`src/rtl/mvm_arb_pkg.sv`:
```
// Shared types and helpers for the MVM receive-side arbiter: FSM state,
// the AXI-Stream beat record and the round-robin pick function.
package mvm_arb_pkg;

   localparam int DATAW   = 128;
   localparam int BYTEW   = 8;
   localparam int IDW     = 32;
   localparam int DESTW   = 12;
   localparam int USERW   = 75;
   localparam int MAXREQ  = 16;
   localparam int MAXREQW = 4;

   typedef enum logic {IDLE, LOCKED} arb_state_t;

   typedef struct packed {
      logic [DATAW-1:0] data;
      logic [BYTEW-1:0] strb;
      logic [BYTEW-1:0] keep;
      logic             last;
      logic [IDW-1:0]   id;
      logic [DESTW-1:0] dest;
      logic [USERW-1:0] user;
   } beat_t;

   // Returns the first asserted index in valid, scanning lastPtr+1,
   // lastPtr+2, ... modulo nreq. Returns lastPtr when nothing is valid.
   function automatic logic [MAXREQW-1:0] rr_pick(
      input logic [MAXREQ-1:0]  valid,
      input logic [MAXREQW-1:0] lastPtr,
      input int                 nreq
   );
      logic [MAXREQW-1:0] pick;
      logic               found;
      int                 idx;
      pick  = lastPtr;
      found = 1'b0;
      for (int k = 1; k <= MAXREQ; k++) begin
         idx = int'(lastPtr) + k;
         if (idx >= nreq) begin
            idx = idx - nreq;
         end
         if (!found && (k <= nreq) && valid[idx[MAXREQW-1:0]]) begin
            pick  = idx[MAXREQW-1:0];
            found = 1'b1;
         end
      end
      return pick;
   endfunction

endpackage

```
`src/rtl/axis_skid_buffer.sv`:
```
// Two-entry registered FIFO for whole AXI-Stream beats. in_ready depends only
// on the occupancy register, so no combinational ready path crosses it, and a
// simultaneous push and pop keeps one beat per cycle flowing.
module axis_skid_buffer
   import mvm_arb_pkg::*;
#(
   parameter type T = beat_t
) (
   input  logic clk,
   input  logic rst,
   input  logic in_valid,
   output logic in_ready,
   input  T     in_data,
   output logic out_valid,
   input  logic out_ready,
   output T     out_data
);

   logic [1:0] countQ, countD;
   T           headQ, headD;
   T           spillQ, spillD;
   logic       push;
   logic       pop;

   assign in_ready  = (countQ != 2'd2);
   assign out_valid = (countQ != 2'd0);
   assign out_data  = headQ;
   assign push      = in_valid && in_ready;
   assign pop       = out_valid && out_ready;

   // Next occupancy and entry contents; head is always the oldest beat.
   always_comb begin
      countD = countQ;
      headD  = headQ;
      spillD = spillQ;
      case (countQ)
         2'd0: begin
            if (push) begin
               headD  = in_data;
               countD = 2'd1;
            end
         end
         2'd1: begin
            if (push && pop) begin
               headD = in_data;
            end else if (push) begin
               spillD = in_data;
               countD = 2'd2;
            end else if (pop) begin
               countD = 2'd0;
            end
         end
         2'd2: begin
            if (pop) begin
               headD  = spillQ;
               countD = 2'd1;
            end
         end
         default: begin
            countD = 2'd0;
         end
      endcase
   end

   // Occupancy register; reset empties the buffer.
   always_ff @(posedge clk) begin
      if (rst) begin
         countQ <= 2'd0;
      end else begin
         countQ <= countD;
      end
   end

   // Entry storage; contents are meaningless while the count says empty.
   always_ff @(posedge clk) begin
      headQ  <= headD;
      spillQ <= spillD;
   end

endmodule

```
`src/rtl/mvm_rx_arbiter.sv`:
```
// Packet-granular round-robin arbiter sharing one MVM chain input among NREQ
// AXI-Stream requesters. A grant is held until the granted lane's tlast beat
// is accepted; each new grant costs one idle cycle. Beats leave through a
// two-entry registered buffer.
module mvm_rx_arbiter
   import mvm_arb_pkg::*;
#(
   parameter int NREQ  = 4,
   parameter int NREQW = $clog2(NREQ),
   parameter int DATAW = 128,
   parameter int BYTEW = 8,
   parameter int IDW   = 32,
   parameter int DESTW = 12,
   parameter int USERW = 75
) (
   input  logic                   clk,
   input  logic                   rst,

   input  logic [NREQ-1:0]        axis_rx_tvalid,
   output logic [NREQ-1:0]        axis_rx_tready,
   input  logic [NREQ*DATAW-1:0]  axis_rx_tdata,
   input  logic [NREQ*BYTEW-1:0]  axis_rx_tstrb,
   input  logic [NREQ*BYTEW-1:0]  axis_rx_tkeep,
   input  logic [NREQ-1:0]        axis_rx_tlast,
   input  logic [NREQ*IDW-1:0]    axis_rx_tid,
   input  logic [NREQ*DESTW-1:0]  axis_rx_tdest,
   input  logic [NREQ*USERW-1:0]  axis_rx_tuser,

   output logic                   axis_tx_tvalid,
   input  logic                   axis_tx_tready,
   output logic [DATAW-1:0]       axis_tx_tdata,
   output logic [BYTEW-1:0]       axis_tx_tstrb,
   output logic [BYTEW-1:0]       axis_tx_tkeep,
   output logic                   axis_tx_tlast,
   output logic [IDW-1:0]         axis_tx_tid,
   output logic [DESTW-1:0]       axis_tx_tdest,
   output logic [USERW-1:0]       axis_tx_tuser,

   output logic [NREQW-1:0]       grant_idx,
   output logic                   busy
);

   typedef struct packed {
      logic [DATAW-1:0] data;
      logic [BYTEW-1:0] strb;
      logic [BYTEW-1:0] keep;
      logic             last;
      logic [IDW-1:0]   id;
      logic [DESTW-1:0] dest;
      logic [USERW-1:0] user;
   } rx_beat_t;

   arb_state_t       stateQ, stateD;
   logic [NREQW-1:0] grantQ, grantD;
   logic [NREQW-1:0] lastPtrQ, lastPtrD;

   rx_beat_t         selBeat;
   rx_beat_t         outBeat;
   logic             laneValid;
   logic             pushValid;
   logic             bufReady;
   logic             accept;

   // Gather the granted lane's beat and valid from the packed input buses.
   always_comb begin
      selBeat   = '0;
      laneValid = 1'b0;
      for (int i = 0; i < NREQ; i++) begin
         if (grantQ == NREQW'(i)) begin
            laneValid    = axis_rx_tvalid[i];
            selBeat.data = axis_rx_tdata[i*DATAW +: DATAW];
            selBeat.strb = axis_rx_tstrb[i*BYTEW +: BYTEW];
            selBeat.keep = axis_rx_tkeep[i*BYTEW +: BYTEW];
            selBeat.last = axis_rx_tlast[i];
            selBeat.id   = axis_rx_tid[i*IDW +: IDW];
            selBeat.dest = axis_rx_tdest[i*DESTW +: DESTW];
            selBeat.user = axis_rx_tuser[i*USERW +: USERW];
         end
      end
   end

   assign pushValid = (stateQ == LOCKED) && laneValid;
   assign accept    = pushValid && bufReady;

   // Arbitration state, current grant and round-robin pointer registers.
   always_ff @(posedge clk) begin
      if (rst) begin
         stateQ   <= IDLE;
         grantQ   <= '0;
         lastPtrQ <= NREQW'(NREQ - 1);
      end else begin
         stateQ   <= stateD;
         grantQ   <= grantD;
         lastPtrQ <= lastPtrD;
      end
   end

   // Pick a lane when idle; release it once its tlast beat is taken.
   always_comb begin
      stateD   = stateQ;
      grantD   = grantQ;
      lastPtrD = lastPtrQ;
      case (stateQ)
         IDLE: begin
            if (|axis_rx_tvalid) begin
               grantD = NREQW'(rr_pick(MAXREQ'(axis_rx_tvalid),
                                       MAXREQW'(lastPtrQ), NREQ));
               stateD = LOCKED;
            end
         end
         LOCKED: begin
            if (accept && selBeat.last) begin
               lastPtrD = grantQ;
               stateD   = IDLE;
            end
         end
         default: begin
            stateD = IDLE;
         end
      endcase
   end

   // Only the granted lane sees ready, and only while the buffer has room.
   always_comb begin
      axis_rx_tready = '0;
      if (stateQ == LOCKED) begin
         axis_rx_tready[grantQ] = bufReady;
      end
      busy      = (stateQ == LOCKED);
      grant_idx = grantQ;
   end

   axis_skid_buffer #(
      .T (rx_beat_t)
   ) u_outBuf (
      .clk       (clk),
      .rst       (rst),
      .in_valid  (pushValid),
      .in_ready  (bufReady),
      .in_data   (selBeat),
      .out_valid (axis_tx_tvalid),
      .out_ready (axis_tx_tready),
      .out_data  (outBeat)
   );

   assign axis_tx_tdata = outBeat.data;
   assign axis_tx_tstrb = outBeat.strb;
   assign axis_tx_tkeep = outBeat.keep;
   assign axis_tx_tlast = outBeat.last;
   assign axis_tx_tid   = outBeat.id;
   assign axis_tx_tdest = outBeat.dest;
   assign axis_tx_tuser = outBeat.user;

endmodule
```
`config.mk`:
```
export PLATFORM = sky130hd
export DESIGN_NAME = mvm_rx_arbiter
export DESIGN_NICKNAME = d
export VERILOG_FILES = /design/src/rtl/mvm_arb_pkg.sv /design/src/rtl/axis_skid_buffer.sv /design/src/rtl/mvm_rx_arbiter.sv
export SDC_FILE = /design/constraint.sdc
export NUM_CORES = 1
export LEC_CHECK = 0
export BUFFER_PORTS_ARGS = -buffer_cell sky130_fd_sc_hd__buf_2
export CAP_MARGIN = 40
export CORE_AREA = 2 2 516 518
export DETAILED_ROUTE_END_ITERATION = 8
export DIE_AREA = 0 0 518 520
export GPL_TIMING_DRIVEN = 0
export SETUP_SLACK_MARGIN = 0.2
export SLEW_MARGIN = 20
export SYNTH_ARGS = -nofsm -noshare
export SYNTH_HDL_FRONTEND = slang
export SYNTH_SLANG_ARGS = --single-unit
```
`constraint.sdc`:
```
create_clock -name clk -period 38.5 [get_ports clk]
set_input_delay 9.625 -clock clk [delete_from_list [all_inputs] [get_ports clk]]
set_output_delay 9.625 -clock clk [all_outputs]
set_load 0.005 [all_outputs]
```
==> flow_metrics.py, run 1 <==
metrics = {
    "status": {
        "status": "complete, no violations",
    },
    "final_layout": {
        "fill_cells": 29400,
        "drive_above_1_share_pct": 77.3,
        "post-route-util_pct": 15.3,
        "regArea_sq_um": 16000,
        "syn2layout_area_growth_pct": 55.1,
        "final_nets": 3764,
        "finalNonFillerCells": 6360,
        "multi_input_area_sq_um": 9380,
    },
    "sta": {
        "min_period_over_period_pct": 38.5,
        "fmax_mhz": 67.5,
        "worst_slew_pin_slew_ns": 0.913,
        "finalHoldViolCount": 0,
        "slew_violations": 0,
        "setup_viol": 0,
        "min_period_ns": 14.81,
        "fin_ws_ns": 23.69,
        "rsz0062_at_grt": "no",
        "tns_ns": 0,
        "skew_ns": 0.0481,
        "max-slew-margin-rel_pct": 39.1,
    },
    "die": {
        "io_pins": 1335,
        "core_area_sq_um": 264000,
        "num_rows": 189,
        "die_area_sq_um": 269000,
        "start_util_pct": 9.86,
        "die_h_microns": 520,
        "die_w_microns": 518,
    },
    "clocking": {
        "ctsResizeCount": 0,
        "postCtsHoldBufs": 0,
        "clk_path_buf_depth": 3,
        "cts_tree": "yes",
        "insertion_delay_ns": 0.70,
        "clkSinkCount": 535,
        "htree_levels": 3,
        "path_clk_slew_ns": 0.07,
        "cts_setup_buffers": 0,
        "cts_root_buf": "clkbuf_16",
        "numCtsBuffers": 72,
    },
    "worst_setup_path": {
        "r2r_slack_ns": 32.11,
        "worst_setup_path_end_kind": "flop",
        "crit_type": "input pin to flop",
        "reg2reg_from": "grant_idx[1]",
        "critical_path.max_fanout": 8,
        "r2r_end": "u_outBuf.spillQ[27]",
        "start_kind": "input pin",
        "startpoint": "axis_rx_tvalid[1]",
        "worst_r2r_path_depth": 25,
        "required_ns": 38.90,
        "arrival_ns": 15.21,
    },
    "global_routing": {
        "antenna_found_initial": 180,
        "grt_first_pass_wirelength_microns": 251000,
        "grt_pass1_vias": 21600,
        "overflow": 0,
        "grtUsageTotal_pct": 14.6,
        "grt_start_max_net_pins": 43,
    },
    "synth": {
        "syn_area_sq_um": 26000,
        "synth.most_common_cell": "edfxtp_1",
        "synth_nets": 2291,
        "postSynthAreaPerCell_sq_um": 21.3,
        "synth_top_area_share_pct": 60.9,
        "ys_async_sr_fraction_pct": 0,
        "postSynthCellCount": 1223,
        "synth_commonest_cells": "edfxtp_1 (528), mux2_2 (266), mux4_2 (265)",
        "synth_edf_count": 528,
        "synth_area_leaders": "edfxtp_1 (61%), mux4_2 (23%), mux2_2 (12%)",
        "ys_warn_count": 0,
        "yosysSeqAreaShare_pct": 61.5,
        "ys_seq_elements": 535,
        "synth_cell_type_count": 42,
        "synth_top_flop_cell": "edfxtp_1",
        "yosysTopAreaCell": "edfxtp_1",
    },
    "flow_run": {
        "drv_cap": 0,
    },
    "pwr": {
        "peakVddDrop_uv": 27.9,
        "power_frac_seq_pct": 36.4,
        "power_frac_comb_pct": 29.8,
        "clkPwrFrac_pct": 33.8,
        "power.internal_w": 0.00141,
        "powerDensity_nw_per_um2": 52.0,
        "p_leak_nw": 14.9,
        "swShare_pct": 33.0,
        "p_switching_w": 0.000693,
    },
    "routing": {
        "wl_per_cell_microns": 32.1,
        "routed_wl_microns": 204000,
        "vias_per_cell": 3.31,
        "postRouteAntennaNets": 0,
        "dr.first_iter.drc_count": 1710,
        "vias": 21000,
        "drc": 0,
        "firstDrtPassIters": 7,
    },
    "min_path": {
        "hp-start": "u_outBuf.spillQ[47]",
        "hold_depth": 1,
        "hold_end": "u_outBuf.out_data[47]",
        "hold_class": "flop to flop",
    },
    "place": {
        "portBuffers": 1333,
        "dpl.cell_count": 6154,
        "place_ws_ns": 23.00,
        "place_congestion": 0.963,
        "post-dp-hpwl_microns": 180000,
    },
}
-- through the flow --
stage                     power [W]  hold WS [ns]  area [sq um]
after global placement      0.00144         0.532         37100
after global routing        0.00219         0.561         40200
after floorplan             0.00106         0.525         26000
after CTS                   0.00215         0.535         40100
final                       0.00210         0.523         40300
after detailed placement    0.00142         0.532         37700
-- critical path, cell delays in order --
cell and delay, ns:
buf_2 0.12, mux4_2 0.32, nand3_2 0.13, nor4_2 0.24, buf_2 0.28, buf_2 0.25, buf_2 0.25, buf_2 0.24
buf_2 0.22, buf_2 0.22, buf_2 0.23, buf_4 0.19, buf_4 0.17, buf_2 0.23, buf_2 0.24, buf_2 0.21
buf_2 0.24, buf_2 0.25, buf_4 0.20, buf_2 0.23, buf_2 0.27, buf_2 0.25, buf_4 0.20, buf_2 0.20
buf_4 0.18
-- final cells by class --
cell class / instances / share of cell area (%)
well taps: 3533 / 11.0
diodes: 72 / 0.447
clock inverters: 48 / 1.42
multi-input cells: 590 / 23.3
clock buffers: 85 / 4.64
flip-flops and latches: 535 / 39.7
inverters: 5 / 0.0465
repair buffers: 1399 / 18.0
plain buffers: 93 / 1.58
-- kinds of logic after synthesis --
| family | share of synthesized area [%] |
|---|---|
| AND/OR/NAND/NOR | 0.673 |
| adder cells (fa/ha/maj) | 0.240 |
| flip-flops | 61.5 |
| AO/OA/AOI/OAI | 0.568 |
| multiplexers | 34.5 |
| buffers and inverters | 2.49 |
-- registers in the layout, indices dropped and copies added (netlist names) --
register,flops
busy,1
u_outBuf.countQ,2
u_outBuf.spillQ,264
u_outBuf.out_data,264
grant_idx,2
lastPtrQ,2
-- per-layer routing --
| metal | routed length, microns | up-vias | global-route usage, % |
|---|---|---|---|
| li1 | - | 8359 | - |
| met1 | 76300 | 10700 | 16.3 |
| met2 | 93000 | 1534 | 23.7 |
| met4 | 7310 | 116 | 4.51 |
| met3 | 26900 | 347 | 8.22 |
| met5 | 796 | - | 0 |
-- power by group through the flow --
stage	registers (W)	clock network, W	logic (W)
6_report	0.000764	0.000709	0.000626
5_1_grt	0.000769	0.000753	0.000665
4_1_cts	0.000766	0.000737	0.000647
3_5_place_dp	0.000777	0	0.000642
3_3_place_gp	0.000809	0	0.000628
2_1_floorplan	0.000790	0	0.000271
-- cell usage in the layout, fill, tap and decap left out, drive strengths merged, types with 2 or more instances in the layout --
master | synthesis | routed
nand4 | 3 | 3
clkbuf | 12 | 97
a21oi | 5 | 5
buf | 81 | 1480
nand2 | 4 | 4
or3 | 2 | 2
a211o | 3 | 3
clkinvlp | 0 | 5
nor3 | 2 | 2
or2 | 2 | 2
diode | 0 | 72
mux4 | 265 | 265
inv | 5 | 14
mux2 | 267 | 267
dfxtp | 7 | 7
ha | 5 | 5
nor4 | 4 | 4
edfxtp | 528 | 528
nor2 | 7 | 7
nand2b | 2 | 2
clkinv | 0 | 27
bufinv | 0 | 7
o21ai | 2 | 2
nand3 | 3 | 3
-- how the worst max path moves through the flow --
stage,endpoint
floorplan,u_outBuf.spillQ[0]
global placement,u_outBuf.spillQ[16]
detailed placement,u_outBuf.spillQ[27]
CTS,u_outBuf.spillQ[18]
global route,u_outBuf.spillQ[27]
finish,u_outBuf.spillQ[27]
Power figures use the tool's default switching activity.
==> inputs of run 2 (changes only) <==
CORE_AREA = 2 2 525 527   (was 2 2 516 518)
DIE_AREA = 0 0 527 529   (was 0 0 518 520)
clock period = 12.81 ns   (was 38.5 ns; I/O delays follow)
==> run 2 against run 1 <==
Combinational power grew to 3.0 times the previous value. Wire length is 0.66% lower. Critical path type unchanged. Sequential power grew to 3.0 times the previous value. Sequential share of layout area is 0.36 points lower. Core utilization is 0.37 points lower. Worst hold slack better by 0.018 ns.
==> flow_metrics.py, run 2 (synthesized netlist as in run 1, its figures left out) <==
metrics = {
    "sta": {
        "fmax_mhz": 146,
        "rsz0062_at_grt": "no",
        "min_period_over_period_pct": 53.3,
        "slew_violations": 0,
        "setup_viol": 0,
        "tns_ns": 0,
        "skew_ns": 0.0471,
        "finalHoldViolCount": 0,
        "min_period_ns": 6.83,
        "worst_slew_pin_slew_ns": 0.842,
        "max-slew-margin-rel_pct": 43.9,
        "whs_ns": 0.541,
        "fin_ws_ns": 5.98,
    },
    "die": {
        "num_rows": 192,
        "die_h_microns": 529,
        "start_util_pct": 9.53,
        "die_w_microns": 527,
        "core_area_sq_um": 273000,
        "die_area_sq_um": 279000,
        "io_pins": 1335,
    },
    "clocking": {
        "clk_path_buf_depth": 4,
        "path_clk_slew_ns": 0.06,
        "cts_root_buf": "clkbuf_16",
        "insertion_delay_ns": 0.78,
        "clkSinkCount": 535,
        "postCtsHoldBufs": 0,
        "cts_tree": "yes",
        "ctsResizeCount": 0,
        "htree_levels": 3,
        "cts_setup_buffers": 0,
        "numCtsBuffers": 79,
    },
    "worst_setup_path": {
        "worst_setup_path_end_kind": "flop",
        "start_kind": "input pin",
        "arrival_ns": 7.29,
        "path_cells": "buf_2 > mux4_2 > nand3_2 > nor4_4 > buf_8 > buf_6 > buf_4 > buf_6 > buf_4 > buf_6 > buf_6 > buf_4 > buf_6 > buf_6 > buf_6 > buf_6 > buf_4 > buf_6",
        "cpPeakStageDelay_ns": 0.64,
        "critical_path.max_fanout": 12,
        "crit_type": "input pin to flop",
        "required_ns": 13.27,
        "crit_path_top_delay_cell": "nor4_4",
        "path_common_cell": "buf_6",
    },
    "routing": {
        "postRouteAntennaNets": 0,
        "dr.first_iter.drc_count": 1854,
        "routed_wl_microns": 203000,
        "drc": 0,
        "vias": 21500,
        "firstDrtPassIters": 5,
        "vias_per_cell": 3.33,
        "wl_per_cell_microns": 31.5,
    },
    "pwr": {
        "peakVddDrop_uv": 97.7,
        "p_leak_nw": 14.9,
        "powerDensity_nw_per_um2": 158,
        "power_w": 0.00641,
    },
    "min_path": {
        "hold_class": "flop to flop",
    },
    "final_layout": {
        "layout_commonest_cell": "buf_2",
        "final_nets": 3752,
        "syn2layout_area_growth_pct": 56.5,
        "layout_common_cells": "buf_2 (1381), edfxtp_1 (528), mux2_2 (266), mux4_2 (265), clkbuf_16 (80)",
        "multi_input_area_sq_um": 9390,
        "drive_above_1_share_pct": 77.3,
        "regArea_sq_um": 16000,
        "fin_area_sq_um": 40700,
        "fill_cells": 30400,
    },
    "flow_run": {
        "drv_cap": 0,
    },
    "global_routing": {
        "grt_pass1_vias": 21700,
        "grt_first_pass_wirelength_microns": 246000,
        "grtUsageTotal_pct": 13.9,
        "antenna_found_initial": 206,
        "overflow": 0,
        "grt_start_max_net_pins": 60,
    },
    "status": {
        "status": "complete, no violations",
    },
    "place": {
        "place_ws_ns": 5.17,
        "postPlaceCellArea_sq_um": 37800,
        "portBuffers": 1333,
        "post-dp-hpwl_microns": 175000,
        "place_congestion": 0.956,
    },
}
==> run 2: changes by cell type in the layout (fill, tap and decap cells not counted), moves of 3 or more <==
cell | before | now
buf_6 | 32 | 51
clkbuf_1 | 21 | 17
buf_4 | 16 | 13
diode_2 | 72 | 123
buf_2 | 1418 | 1381
clkbuf_16 | 73 | 80
==> run 2: layer usage <==
metal	part of all wire, %	GRT usage [%]	vias up
met5	0.31	0	-
met4	5.1	6.40	94
met3	14	7.80	421
met2	43	21.0	1590
met1	37	15.8	11000
li1	-	-	8410
==> run 2: final timing paths <==
check	slack (ns)	end	from	depth (start not counted)
setup / recovery	5.98	u_outBuf.spillQ[14]	axis_rx_tvalid[2]	18
hold / removal	0.54	u_outBuf.out_data[218]	u_outBuf.spillQ[218]	1
setup reg to reg	7.85	u_outBuf.spillQ[14]	grant_idx[1]	18
hold reg to reg	0.54	u_outBuf.out_data[218]	u_outBuf.spillQ[218]	1
==> run 2: final cells by class <==
cell class	count	area share, %
Tap cell	3589	11.0
Inverter	5	0.0461
Clock buffer	88	4.99
Multi-Input combinational cell	590	23.1
Timing Repair Buffer	1380	18.0
Sequential cell	535	39.3
Clock inverter	46	1.30
Antenna cell	123	0.756
Buffer	93	1.56
==> run 2: worst max-delay path, delay by kind of cell <==
kind | cells | cell delay (ns)
and+or+nand+nor | 2 | 0.78
buffers and inverters | 15 | 2.91
muxes | 1 | 0.31
==> run 2: stage by stage <==
step / instances / utilization (%)
after floorplan: 1223 / -
after global placement: 6145 / 13.6
after detailed placement: 6191 / 13.9
after CTS: 6325 / 14.8
after global routing: 6393 / 14.9
final: 6449 / 14.9
==> run 2: power by group <==
part / internal (W) / total [W] / switching (W)
Combinational: 0.000784 / 0.00188 / 0.00110
Sequential: 0.00223 / 0.00230 / 0.0000639
Clock: 0.00131 / 0.00224 / 0.000925
Total: 0.00433 / 0.00641 / 0.00209
==> inputs of run 3 (changes only) <==
CORE_AREA = 2 2 516 518   (was 2 2 525 527)
DIE_AREA = 0 0 518 520   (was 0 0 527 529)
clock period = 6.61 ns   (was 12.81 ns; I/O delays follow)
==> run 3 against run 2 <==
Final cell count fell by 1.6%. Sequential share of layout area rose by 0.33 points. Sequential cell count did not move. Combinational power rose by 90%. Sequential power rose by 93%. Critical path depth did not move. Register-to-register slack got worse by 6.1 ns. Largest power group unchanged.
==> flow_metrics.py, run 3 (synthesized netlist as in run 1, its figures left out) <==
metrics = {
    "status": {
        "status": "complete, no violations",
    },
    "pwr": {
        "power_frac_seq_pct": 36.5,
        "peakVddDrop_uv": 186,
        "p_switching_w": 0.00394,
        "power_frac_comb_pct": 29.4,
        "clkPwrFrac_pct": 34.1,
        "p_leak_nw": 14.8,
        "swShare_pct": 32.4,
        "power.internal_w": 0.00822,
        "powerDensity_nw_per_um2": 301,
    },
    "clocking": {
        "htree_levels": 3,
        "path_clk_slew_ns": 0.08,
        "cts_setup_buffers": 0,
        "cts_root_buf": "clkbuf_16",
        "numCtsBuffers": 74,
        "cts_tree": "yes",
        "ctsResizeCount": 0,
        "postCtsHoldBufs": 0,
        "clk_path_buf_depth": 3,
        "clkSinkCount": 535,
        "insertion_delay_ns": 0.68,
    },
    "worst_setup_path": {
        "crit_type": "input pin to flop",
        "r2r_end": "u_outBuf.spillQ[35]",
        "r2r_slack_ns": 1.73,
        "reg2reg_from": "grant_idx[1]",
        "arrival_ns": 5.61,
        "startpoint": "axis_rx_tvalid[0]",
        "required_ns": 6.99,
        "worst_r2r_path_depth": 18,
        "worst_setup_path_end_kind": "flop",
        "cp-endpoint": "u_outBuf.spillQ[35]",
        "critical_path.max_fanout": 11,
        "start_kind": "input pin",
    },
    "sta": {
        "max-slew-margin-rel_pct": 39.4,
        "finalHoldViolCount": 0,
        "slew_violations": 0,
        "setup_viol": 0,
        "min_period_ns": 5.23,
        "rsz0062_at_grt": "no",
        "fin_ws_ns": 1.38,
        "whs_ns": 0.533,
        "skew_ns": 0.0382,
        "fmax_mhz": 191,
        "min_period_over_period_pct": 79.1,
        "worst_slew_pin_slew_ns": 0.910,
    },
    "final_layout": {
        "final_nets": 3744,
        "fill_cells": 29400,
        "drive_above_1_share_pct": 77.0,
        "syn2layout_area_growth_pct": 55.2,
        "layout_common_cells": "buf_2 (1378), edfxtp_1 (528), mux2_2 (266), mux4_2 (265), clkbuf_16 (74)",
        "post-route-util_pct": 15.3,
        "fin_area_sq_um": 40400,
        "layout_commonest_cell": "buf_2",
    },
    "global_routing": {
        "grt_pass1_vias": 21500,
        "grt_first_pass_wirelength_microns": 238000,
        "overflow": 0,
        "grt_start_max_net_pins": 55,
        "antenna_found_initial": 201,
        "grtUsageTotal_pct": 13.8,
    },
    "flow_run": {
        "drv_cap": 0,
    },
    "place": {
        "place_congestion": 1.00,
        "postPlaceCellArea_sq_um": 37700,
        "portBuffers": 1333,
        "post-dp-hpwl_microns": 169000,
        "place_ws_ns": 0.606,
    },
    "die": {
        "die_h_microns": 520,
        "num_rows": 189,
        "io_pins": 1335,
        "core_area_sq_um": 264000,
        "die_area_sq_um": 269000,
        "start_util_pct": 9.86,
        "die_w_microns": 518,
    },
    "routing": {
        "drc": 0,
        "wl_per_cell_microns": 30.4,
        "vias": 21100,
        "vias_per_cell": 3.33,
        "postRouteAntennaNets": 0,
        "dr.first_iter.drc_count": 1655,
        "firstDrtPassIters": 5,
        "routed_wl_microns": 193000,
    },
    "min_path": {
        "hold_depth": 1,
        "hold_class": "flop to flop",
    },
}
-- run 3: cell types whose count changed in the layout (fill, tap and decap cells not counted), sizes merged, moves of 2 or more --
cell,delta
buf,-3
diode,-45
clkbuf,-4
clkinv,+4
inv,+2
-- run 3: cell type report --
type                            count  area, sq um  share of cell area [%]
Buffer                             93          634                    1.57
Multi-Input combinational cell    590         9400                    23.3
Antenna cell                       78          195                   0.483
Tap cell                         3533         4420                    10.9
Inverter                            5         18.8                  0.0465
Clock buffer                       84         1910                    4.73
Timing Repair Buffer             1377         7240                    17.9
Clock inverter                     52          554                    1.37
Sequential cell                   535        16000                    39.6
-- run 3: worst min-delay path by stage --
stage	start	to	slack, ns
final	u_outBuf.spillQ[77]	u_outBuf.out_data[77]	0.53
after global routing	u_outBuf.spillQ[94]	u_outBuf.out_data[94]	0.55
after global placement	u_outBuf.spillQ[85]	u_outBuf.out_data[85]	0.53
after detailed placement	u_outBuf.spillQ[242]	u_outBuf.out_data[242]	0.53
after CTS	u_outBuf.spillQ[77]	u_outBuf.out_data[77]	0.53
after floorplan	u_outBuf.spillQ[155]	u_outBuf.out_data[155]	0.52
-- run 3: power by group through the flow --
stage               registers (W)  logic (W)  clock network [W]
CTS                       0.00445    0.00371            0.00434
detailed placement        0.00451    0.00368                  0
global placement          0.00459    0.00360                  0
floorplan                 0.00455    0.00158                  0
global route              0.00447    0.00381            0.00443
finish                    0.00444    0.00357            0.00415
-- run 3: critical path, stage by stage --
cell and delay, ns:
buf_2 0.11, mux4_2 0.32, nand3_4 0.11, nor4_4 0.52, buf_4 0.32, buf_4 0.24
buf_4 0.23, buf_6 0.19, buf_6 0.17, buf_4 0.22, buf_4 0.21, buf_6 0.16
buf_6 0.16, buf_6 0.18, buf_6 0.18, buf_8 0.16, buf_4 0.19, buf_4 0.20
-- run 3: through the flow --
step,setup TNS (ns),total power [W],std cells
5_1_grt,0,0.0127,6297
2_1_floorplan,-1104.69,0.00613,1223
4_1_cts,0,0.0125,6268
6_report,0,0.0122,6347
3_5_place_dp,0,0.00818,6132
3_3_place_gp,-3209.46,0.00819,6089
-- run 3: layer usage --
metal,wire length (microns),GRT usage (%)
met2,87900,22.0
met1,67400,14.6
met3,29800,8.84
met5,651,0
met4,7000,4.81
